## src/rtl/store_issue_buf.sv

```systemverilog
// store_issue_buf
//
// Write-side companion to the writeback load extraction. It takes committed
// SB/SH/SW stores from the mem stage and formats each one into byte strobes
// and lane-replicated write data. The formatted stores are queued in a small
// in-order FIFO. They are drained one at a time over an SRAM-like interface
// (req / addr_ok / data_ok), with at most one transaction outstanding.
//
// Ports:
//   clk, rst        clock, synchronous active-high reset
//   st_valid        mem stage presents a store
//   st_ready        buffer has room (registered count < DEPTH)
//   st_addr         byte address of the store
//   st_wdata        rt value, unshifted
//   st_size         0 = byte, 1 = half, 2 = word, 3 = illegal
//   st_ades         combinational misaligned/illegal flag for the presented store
//   data_req        request valid toward the bridge
//   data_wr         write flag, mirrors data_req
//   data_size       head entry size
//   data_addr       head entry address (unmodified)
//   data_wstrb      head entry byte strobes
//   data_wdata      head entry lane-aligned data
//   data_addr_ok    slave accepted the request
//   data_data_ok    slave completed the write
//   ld_addr         address of the load currently in mem
//   ld_hit          some queued or in-flight store touches the same word
//   sb_empty        nothing queued and nothing in flight
module store_issue_buf #(
    parameter int DEPTH = 4,
    parameter int AW    = 32
) (
    input  logic          clk,
    input  logic          rst,
    input  logic          st_valid,
    output logic          st_ready,
    input  logic [AW-1:0] st_addr,
    input  logic [31:0]   st_wdata,
    input  logic [1:0]    st_size,
    output logic          st_ades,
    output logic          data_req,
    output logic          data_wr,
    output logic [1:0]    data_size,
    output logic [AW-1:0] data_addr,
    output logic [3:0]    data_wstrb,
    output logic [31:0]   data_wdata,
    input  logic          data_addr_ok,
    input  logic          data_data_ok,
    input  logic [AW-1:0] ld_addr,
    output logic          ld_hit,
    output logic          sb_empty
);

    localparam int PW = (DEPTH > 1) ? $clog2(DEPTH) : 1;
    localparam int CW = PW + 1;

    typedef enum logic [1:0] {
        S_IDLE = 2'd0,
        S_REQ  = 2'd1,
        S_WAIT = 2'd2
    } state_t;

    function automatic logic ades_chk(input logic [1:0] size, input logic [1:0] ofs);
        case (size)
            2'd0:    ades_chk = 1'b0;
            2'd1:    ades_chk = ofs[0];
            2'd2:    ades_chk = (ofs != 2'd0);
            default: ades_chk = 1'b1;
        endcase
    endfunction

    function automatic logic [3:0] fmt_strb(input logic [1:0] size, input logic [1:0] ofs);
        case (size)
            2'd0:    fmt_strb = 4'b0001 << ofs;
            2'd1:    fmt_strb = ofs[1] ? 4'b1100 : 4'b0011;
            2'd2:    fmt_strb = 4'b1111;
            default: fmt_strb = 4'b0000;
        endcase
    endfunction

    // Replicating the low bytes across all lanes lets the strobes alone pick the
    // destination lane, so no shifter is needed.
    function automatic logic [31:0] fmt_data(input logic [1:0] size, input logic [31:0] wd);
        case (size)
            2'd0:    fmt_data = {4{wd[7:0]}};
            2'd1:    fmt_data = {2{wd[15:0]}};
            default: fmt_data = wd;
        endcase
    endfunction

    state_t        state;
    logic [CW-1:0] count;
    logic [CW-1:0] count_nxt;
    logic [PW-1:0] wr_ptr;
    logic [PW-1:0] rd_ptr;
    logic          enq;
    logic          pop;

    logic [AW-1:0] ent_addr [DEPTH];
    logic [1:0]    ent_size [DEPTH];
    logic [3:0]    ent_strb [DEPTH];
    logic [31:0]   ent_data [DEPTH];
    logic [PW-1:0] ent_ofs  [DEPTH];
    logic [DEPTH-1:0] ent_vld;

    logic unused_ld_lsb;
    assign unused_ld_lsb = ^ld_addr[1:0];

    assign st_ades  = ades_chk(st_size, st_addr[1:0]);
    assign st_ready = (count < CW'(DEPTH));
    assign enq      = st_valid && st_ready && !st_ades;
    assign pop      = ((state == S_REQ) && data_addr_ok && data_data_ok) ||
                      ((state == S_WAIT) && data_data_ok);

    always_comb begin
        case ({enq, pop})
            2'b10:   count_nxt = count + CW'(1);
            2'b01:   count_nxt = count - CW'(1);
            default: count_nxt = count;
        endcase
    end

    // Entry payload carries no reset; validity comes from count/rd_ptr only.
    always_ff @(posedge clk) begin
        if (enq) begin
            ent_addr[wr_ptr] <= st_addr;
            ent_size[wr_ptr] <= st_size;
            ent_strb[wr_ptr] <= fmt_strb(st_size, st_addr[1:0]);
            ent_data[wr_ptr] <= fmt_data(st_size, st_wdata);
        end
    end

    // Next state is decided on count_nxt so that an enqueue into an empty
    // buffer, or an enqueue racing a final pop, is issued on the next cycle.
    always_ff @(posedge clk) begin
        if (rst) begin
            state  <= S_IDLE;
            count  <= '0;
            wr_ptr <= '0;
            rd_ptr <= '0;
        end else begin
            count <= count_nxt;
            if (enq) wr_ptr <= wr_ptr + PW'(1);
            if (pop) rd_ptr <= rd_ptr + PW'(1);
            case (state)
                S_IDLE: begin
                    if (count_nxt != '0) state <= S_REQ;
                end
                S_REQ: begin
                    if (data_addr_ok) begin
                        if (!data_data_ok)         state <= S_WAIT;
                        else if (count_nxt != '0)  state <= S_REQ;
                        else                       state <= S_IDLE;
                    end
                end
                S_WAIT: begin
                    if (data_data_ok) state <= (count_nxt != '0) ? S_REQ : S_IDLE;
                end
                default: state <= S_IDLE;
            endcase
        end
    end

    assign data_req   = (state == S_REQ);
    assign data_wr    = data_req;
    assign data_addr  = data_req ? ent_addr[rd_ptr] : '0;
    assign data_size  = data_req ? ent_size[rd_ptr] : 2'd0;
    assign data_wstrb = data_req ? ent_strb[rd_ptr] : 4'd0;
    assign data_wdata = data_req ? ent_data[rd_ptr] : 32'd0;

    // Entry i is live when its distance from the head is below count.
    always_comb begin
        ld_hit = 1'b0;
        for (int i = 0; i < DEPTH; i++) begin
            ent_ofs[i] = PW'(i) - rd_ptr;
            ent_vld[i] = ({1'b0, ent_ofs[i]} < count);
            if (ent_vld[i] && (ent_addr[i][AW-1:2] == ld_addr[AW-1:2])) ld_hit = 1'b1;
        end
    end

    assign sb_empty = (count == '0) && (state == S_IDLE);

endmodule

```

## config.mk

```make
export PLATFORM = sky130hd
export DESIGN_NAME = store_issue_buf
export DESIGN_NICKNAME = d
export VERILOG_FILES = /design/src/rtl/store_issue_buf.sv
export SDC_FILE = /design/constraint.sdc
export NUM_CORES = 1
export LEC_CHECK = 0
export ABC_CLOCK_PERIOD_IN_PS = 4000
export CAP_MARGIN = 20
export CORE_UTILIZATION = 45
export CTS_BUF_LIST = sky130_fd_sc_hd__clkbuf_2
export DETAILED_ROUTE_END_ITERATION = 8
export GPL_ROUTABILITY_DRIVEN = 0
export GPL_TIMING_DRIVEN = 1
export PLACE_DENSITY = 0.64
export SLEW_MARGIN = 40
export SYNTH_ARGS = -nofsm -noshare
export SYNTH_HDL_FRONTEND = slang
export SYNTH_SLANG_ARGS = --single-unit
```

## constraint.sdc

```tcl
create_clock -name clk -period 4 [get_ports clk]
set_input_delay 0.6 -clock clk [delete_from_list [all_inputs] [get_ports clk]]
set_output_delay 0.6 -clock clk [all_outputs]
set_load 0.01 [all_outputs]
```

==> flow_summary.json, run 1 <==
{
  "crit_fanout": 5,
  "synth_top_area_cell": "edfxtp_1",
  "placed_area_um2": 15400,
  "fp.dieH_um": 172,
  "ys_seq_area_share_pct": 66.4,
  "crit_arrival_ns": 3.08,
  "avgSynthCellArea_um2": 17.3,
  "ant_nets": 0,
  "initial_core_util_pct": 46.3,
  "synth_cell_type_count": 39,
  "hold_path.startpoint": "st_addr[27]",
  "netlist_instances": 750,
  "whs_ns": 0.407,
  "critPathLaunch": "rd_ptr[0]$_SDFFE_PP0N_",
  "portBuffers": 176,
  "synth-adder-area-share_pct": 1.10,
  "grt_start_max_net_pins": 74,
  "core_area_um2": 28100,
  "drtIter0Drc": 437,
  "startpoint_type": "flop",
  "hp-class": "in -> reg",
  "maxSlewViolCount": 0,
  "finalCritPeriodShare_pct": 92.1,
  "fp.dieArea_um2": 29600,
  "stdcell_area_um2": 16100,
  "dpl.cell_count": 1294,
  "yosysMostFrequentCell": "edfxtp_1",
  "ios": 179,
  "fin_skew_ns": 0.0711,
  "critPathRequiredTime_ns": 3.40,
  "synth.top_cell.area_share_pct": 64.7,
  "dp_slack_ns": 0.173,
  "synth_area_leaders": "edfxtp_1 65%, mux4_2 12%, xor2_1 4.5%",
  "cts_buffers": 75,
  "synth_edf_count": 280,
  "cap_violations": 0,
  "rows": 61,
  "grt_pass1_vias": 7762,
  "p_leak_nw": 5.31,
  "setup_viol": 0,
  "antenna_found_initial": 2,
  "p_per_area_nw_per_um2": 407,
  "totalWireLength_mm": 31.5,
  "synth_xor_area_share_pct": 8.56,
  "yosys_warnings": 0,
  "synthSimpleGateAreaFrac_pct": 6.47,
  "ir_drop_uv": 316,
  "grt_pass1_wl_mm": 46.0,
  "synthesis.area_um2": 13000,
  "reg2reg_slack_ns": 1.63,
  "fin_util_pct": 57.4,
  "r2r_cells": 10,
  "grt_setup_unrepaired": "no",
  "synth_compound_gate_area_share_pct": 1.56,
  "tightestPinTransition_ns": 0.763,
  "fin_tns_setup_ns": 0,
  "r2r_end": "state[0]$_SDFFE_PP0P_",
  "first_pass_iters": 5,
  "synth_flop_cell": "edfxtp_1",
  "synth-seq-cells": 291,
  "cts_tree": "built",
  "drcViolationCount": 0,
  "clkSinkCount": 291,
  "fin_cells": 1428,
  "synth_top_family_by_area": "multiplexers",
  "drive_gt1_share_pct": 22.9,
  "grt-ovfl-total": 0,
  "vias": 7462,
  "die_w_um": 172,
  "criticalPathCategory": "reg -> out",
  "status": "finished, final reports clean",
  "insertion_delay_ns": 0.86,
  "cts_root_buffer": "clkbuf_2",
  "setup_ws_ns": 0.317,
  "holdPathEnd": "ent_addr[2][27]$_DFFE_PP_",
  "via_per_inst": 5.23,
  "crit_path_end_kind": "output port",
  "ys_async_sr_fraction_pct": 0,
  "wl_per_cell_um": 22.1,
  "synth_mux_area_share_pct": 14.4,
  "cts_buffer_depth": 3,
  "whs_path_depth": 1,
  "cts.hold.buffers_added": 0,
  "period_minus_slack_ns": 3.68,
  "fmax_mhz": 272,
  "hold_viol_final": 0,
  "grtUsageTotal_pct": 21.7,
  "p_total_mw": 6.55,
  "relSlewSlack_pct": 49.2,
  "netlist_top_cells_count": "280 x edfxtp_1, 75 x and2_1, 70 x mux4_2",
  "reg2reg_from": "state[1]$_SDFFE_PP0P_",
  "syn_to_final_growth_pct": 23.9,
  "clk_pin_slew_ns": 0.10,
  "dp_hpwl_mm": 21.1,
  "nets": 1107,
  "cts.htree.levels": 3,
  "syn_nets": 863
}
worst max-delay path by stage:
| stage | to | slack [ns] | cells past startpoint |
|---|---|---|---|
| finish | ld_hit | 0.32 | 9 |
| global route | ld_hit | 0.08 | 8 |
| CTS | data_wstrb[0] | 0.12 | 4 |
| detailed placement | ld_hit | 0.17 | 7 |
| global placement | ld_hit | 0.17 | 7 |
| floorplan | ent_addr[1][0]$_DFFE_PP_ | 0.40 | 5 |
placed cells by master, fill, tap and decap left out, drive strengths merged, types with 11 or more instances in the layout:
cell,n
nor4,14
dfxtp,11
xnor2,60
edfxtp,280
nand2,12
and2,75
clkinv,19
xor2,67
mux2i,11
o21ai,11
mux2,16
clkdlybuf4s50,175
clkbuf,106
a21oi,12
inv,16
nor2,11
mux4,70
buf,27
nand4,19
state kept, by name (all words and copies together) (netlist names), named ones only:
signal and flops:
state 2, ent_strb 16, wr_ptr 2, ent_size 8, count 3, ent_addr 128
rd_ptr 2, ent_data 128
layout make-up:
type / count / area, µm²
sequential: 291 / 8640
inverter: 15 / 56.3
clock buffer: 106 / 531
multi-input combinational: 408 / 4190
tap: 378 / 473
fill: 2327 / 12000
clock inverter: 25 / 145
antenna: 2 / 5.00
timing repair buffer: 203 / 2070
worst max-delay path: stages (launching register included):
cell	delay [ns]
dfxtp_4	0.39
xor2_2	0.19
inv_1	0.07
ha_1	0.17
a2111o_1	0.40
a2111oi_1	0.33
buf_4	0.18
nand4_1	0.10
nand4_1	0.16
dlygate4sd2_1	0.28
report_power, final:
group / switching (mW) / leakage (nW) / internal [mW]
Sequential: 0.0500 / 2.64 / 3.44
Clock: 1.18 / 0.492 / 0.785
Combinational: 0.517 / 2.18 / 0.575
Total: 1.75 / 5.31 / 4.80
what timing repair did:
item | in CTS | in global routing
setup endpoints to repair | 1 | 1
setup buffers | 0 | 1
resized for setup | 6 | 0
endpoints found under the hold margin | 0 | 0
cells by family (layout without fill, tap and decap cells):
logic type	after synthesis	count (layout)
multiplexers	97	97
XOR/XNOR	127	127
other	0	2
buffers and inverters	51	349
flip-flops	291	291
AND/OR/NAND/NOR	141	141
AO/OA/AOI/OAI	32	32
adder cells (fa/ha/maj)	11	11
metal layers:
metal | vias to the layer above | wire length [µm] | part of all wire (%) | GRT usage (%)
met5 | - | 0 | 0 | 0
met4 | 0 | 565 | 1.8 | 7.39
met3 | 44 | 2300 | 7.3 | 5.72
met2 | 265 | 15500 | 49 | 36.3
met1 | 3723 | 13200 | 42 | 27.3
li1 | 3430 | - | - | -
No activity file was read; power rests on OpenSTA's default activity.
==> run 2: changes to the inputs <==
--- a/config.mk
+++ b/config.mk
@@ -7,6 +7,7 @@
 export LEC_CHECK = 0
 export ABC_CLOCK_PERIOD_IN_PS = 4000
 export CAP_MARGIN = 20
+export CORE_MARGIN = 1
 export CORE_UTILIZATION = 45
 export CTS_BUF_LIST = sky130_fd_sc_hd__clkbuf_2
 export DETAILED_ROUTE_END_ITERATION = 8
==> results of run 2 <==
Same layout as run 1: the final DEF is identical, and so are final timing and power.
==> run 3: changes to the inputs <==
--- a/config.mk
+++ b/config.mk
@@ -8,12 +8,13 @@
 export ABC_CLOCK_PERIOD_IN_PS = 4000
 export CAP_MARGIN = 20
 export CORE_MARGIN = 1
-export CORE_UTILIZATION = 45
+export CORE_UTILIZATION = 57
 export CTS_BUF_LIST = sky130_fd_sc_hd__clkbuf_2
 export DETAILED_ROUTE_END_ITERATION = 8
 export GPL_ROUTABILITY_DRIVEN = 0
 export GPL_TIMING_DRIVEN = 1
-export PLACE_DENSITY = 0.64
+export PLACE_DENSITY = 0.79
+export REMOVE_ABC_BUFFERS = 1
 export SLEW_MARGIN = 40
 export SYNTH_ARGS = -nofsm -noshare
 export SYNTH_HDL_FRONTEND = slang
==> run 3 against run 2 <==
  * Sequential power hardly changed
  * Design area down 1.3%
  * Hold slack better by 0.029 ns
  * Largest cell class unchanged
  * Routed wire length down 3.3%
  * Setup slack got worse by 0.070 ns
  * Via count rose by 2.9%
  * Combinational power hardly changed
  * Die area decreased by 21%
==> flow_summary.json, run 3 (synthesis results as in run 1) <==
{
  "status": "finished, final reports clean",
  "n_fill_cell": 1439,
  "cts_buffers": 73,
  "criticalPathCategory": "reg -> out",
  "clk_pin_slew_ns": 0.09,
  "ir_drop_uv": 258,
  "drcViolationCount": 0,
  "hp-class": "in -> reg",
  "dpl.cell_count": 1195,
  "grt_pass1_vias": 8250,
  "critPathRequiredTime_ns": 3.40,
  "die_w_um": 153,
  "grt-ovfl-total": 0,
  "p_total_mw": 6.50,
  "core_area_um2": 22100,
  "whs_ns": 0.436,
  "maxSlewViolCount": 0,
  "drtIter0Drc": 484,
  "totalWireLength_mm": 30.5,
  "finalCritPeriodShare_pct": 93.8,
  "cts_buffer_depth": 3,
  "relSlewSlack_pct": 47.2,
  "dp_hpwl_mm": 20.3,
  "fin_skew_ns": 0.0466,
  "nets": 1103,
  "ant_nets": 0,
  "syn_to_final_growth_pct": 22.3,
  "first_pass_iters": 5,
  "initial_core_util_pct": 58.8,
  "wl_per_cell_um": 23.3,
  "period_minus_slack_ns": 3.75,
  "crit_chain": "buf_12 -> mux4_2 -> and2_1 -> clkdlybuf4s50_1",
  "fp.dieH_um": 153,
  "ios": 179,
  "crit_fanout": 35,
  "fin_cells": 1310,
  "drive_gt1_share_pct": 22.7,
  "portBuffers": 176,
  "via_per_inst": 5.86,
  "rows": 54,
  "crit_arrival_ns": 3.15,
  "hold_viol_final": 0,
  "insertion_delay_ns": 0.82,
  "startpoint_type": "flop",
  "tightestPinTransition_ns": 0.790,
  "final_common_cell": "edfxtp_1",
  "fin_util_pct": 72.0,
  "vias": 7679,
  "cts_root_buffer": "clkbuf_2",
  "grt_setup_unrepaired": "no",
  "dp_slack_ns": 0.206,
  "p_leak_nw": 5.29,
  "cap_violations": 0,
  "slowest_stage": "dfxtp_4",
  "stdcell_area_um2": 15900,
  "setup_viol": 0,
  "grtUsageTotal_pct": 27.0,
  "cp_slowest_stage_delay_ns": 0.71,
  "p_per_area_nw_per_um2": 409,
  "clkSinkCount": 291,
  "setup_ws_ns": 0.247,
  "fmax_mhz": 266,
  "antenna_found_initial": 2,
  "postCtsSetupBuffers": 0,
  "reg.largest.list": "ent_addr: 128 flops, ent_data: 128 flops, ent_strb: 16 flops",
  "grt_pass1_wl_mm": 46.8,
  "crit_path_end_kind": "output port",
  "grt_start_max_net_pins": 46,
  "fin_tns_setup_ns": 0,
  "cts_tree": "built",
  "placed_area_um2": 15300,
  "cts.htree.levels": 3,
  "fp.dieArea_um2": 23400,
  "layout_common_cells": "280 x edfxtp_1, 175 x clkdlybuf4s50_1, 103 x clkbuf_2, 71 x and2_1, 70 x mux4_2",
  "cts.hold.buffers_added": 0
}
## run 3: changes by cell type in the layout (fill, tap and decap cells not counted), sizes merged
cell,delta
inv,+1
diode,-1
bufinv,+1
buf,-2
clkinv,-13
clkinvlp,-3
dlymetal6s2s,+1
clkbuf,-3
dlygate4sd2,-1
## run 3: path summary, 6_finish.rpt
path	slack, ns	from	to	cells after the start
worst min-delay path	0.44	st_addr[22]	ent_addr[1][22]$_DFFE_PP_	1
worst max register to register	1.62	state[1]$_SDFFE_PP0P_	state[0]$_SDFFE_PP0P_	10
worst max-delay path	0.25	flop	data_wdata[2]	4
worst min register to register	0.54	count[1]$_SDFF_PP0_	count[1]$_SDFF_PP0_	2
## run 3: power breakdown
group          internal (mW)  switching [mW]  total (mW)
logic                  0.571           0.507        1.08
registers               3.44          0.0593        3.50
clock network          0.802            1.12        1.92
total                   4.82            1.68        6.50
## run 3: layout make-up
| type | instances | area [µm²] | area share (%) |
|---|---|---|---|
| well taps | 280 | 350 | 2.20 |
| inverters | 15 | 56.3 | 0.354 |
| multi-input cells | 408 | 4200 | 26.4 |
| repair buffers | 201 | 2040 | 12.8 |
| diodes | 1 | 2.50 | 0.0157 |
| flip-flops and latches | 291 | 8640 | 54.3 |
| clock buffers | 103 | 515 | 3.24 |
| clock inverters | 11 | 97.6 | 0.614 |
## run 3: metal layers
layer	track usage, %	vias to the layer above	wire [µm]
li1	-	3399	-
met1	33.8	3862	11500
met2	45.2	369	15600
met3	6.95	47	2590
met4	10.9	2	826
met5	0	-	12
## run 3: what timing repair did
| item | 4_1_cts | 5_1_grt |
|---|---|---|
| setup endpoints to repair | 1 | 1 |
| hold endpoints to repair | 0 | 0 |
| resized for setup | 5 | 2 |
## run 3: worst max-delay path, delay by kind of cell (launching register included)
kind                   cells  cell delay [ns]
buffers and inverters      2             0.84
DFF                        1             0.71
muxes                      1             0.57
and+or+nand+nor            1             0.20
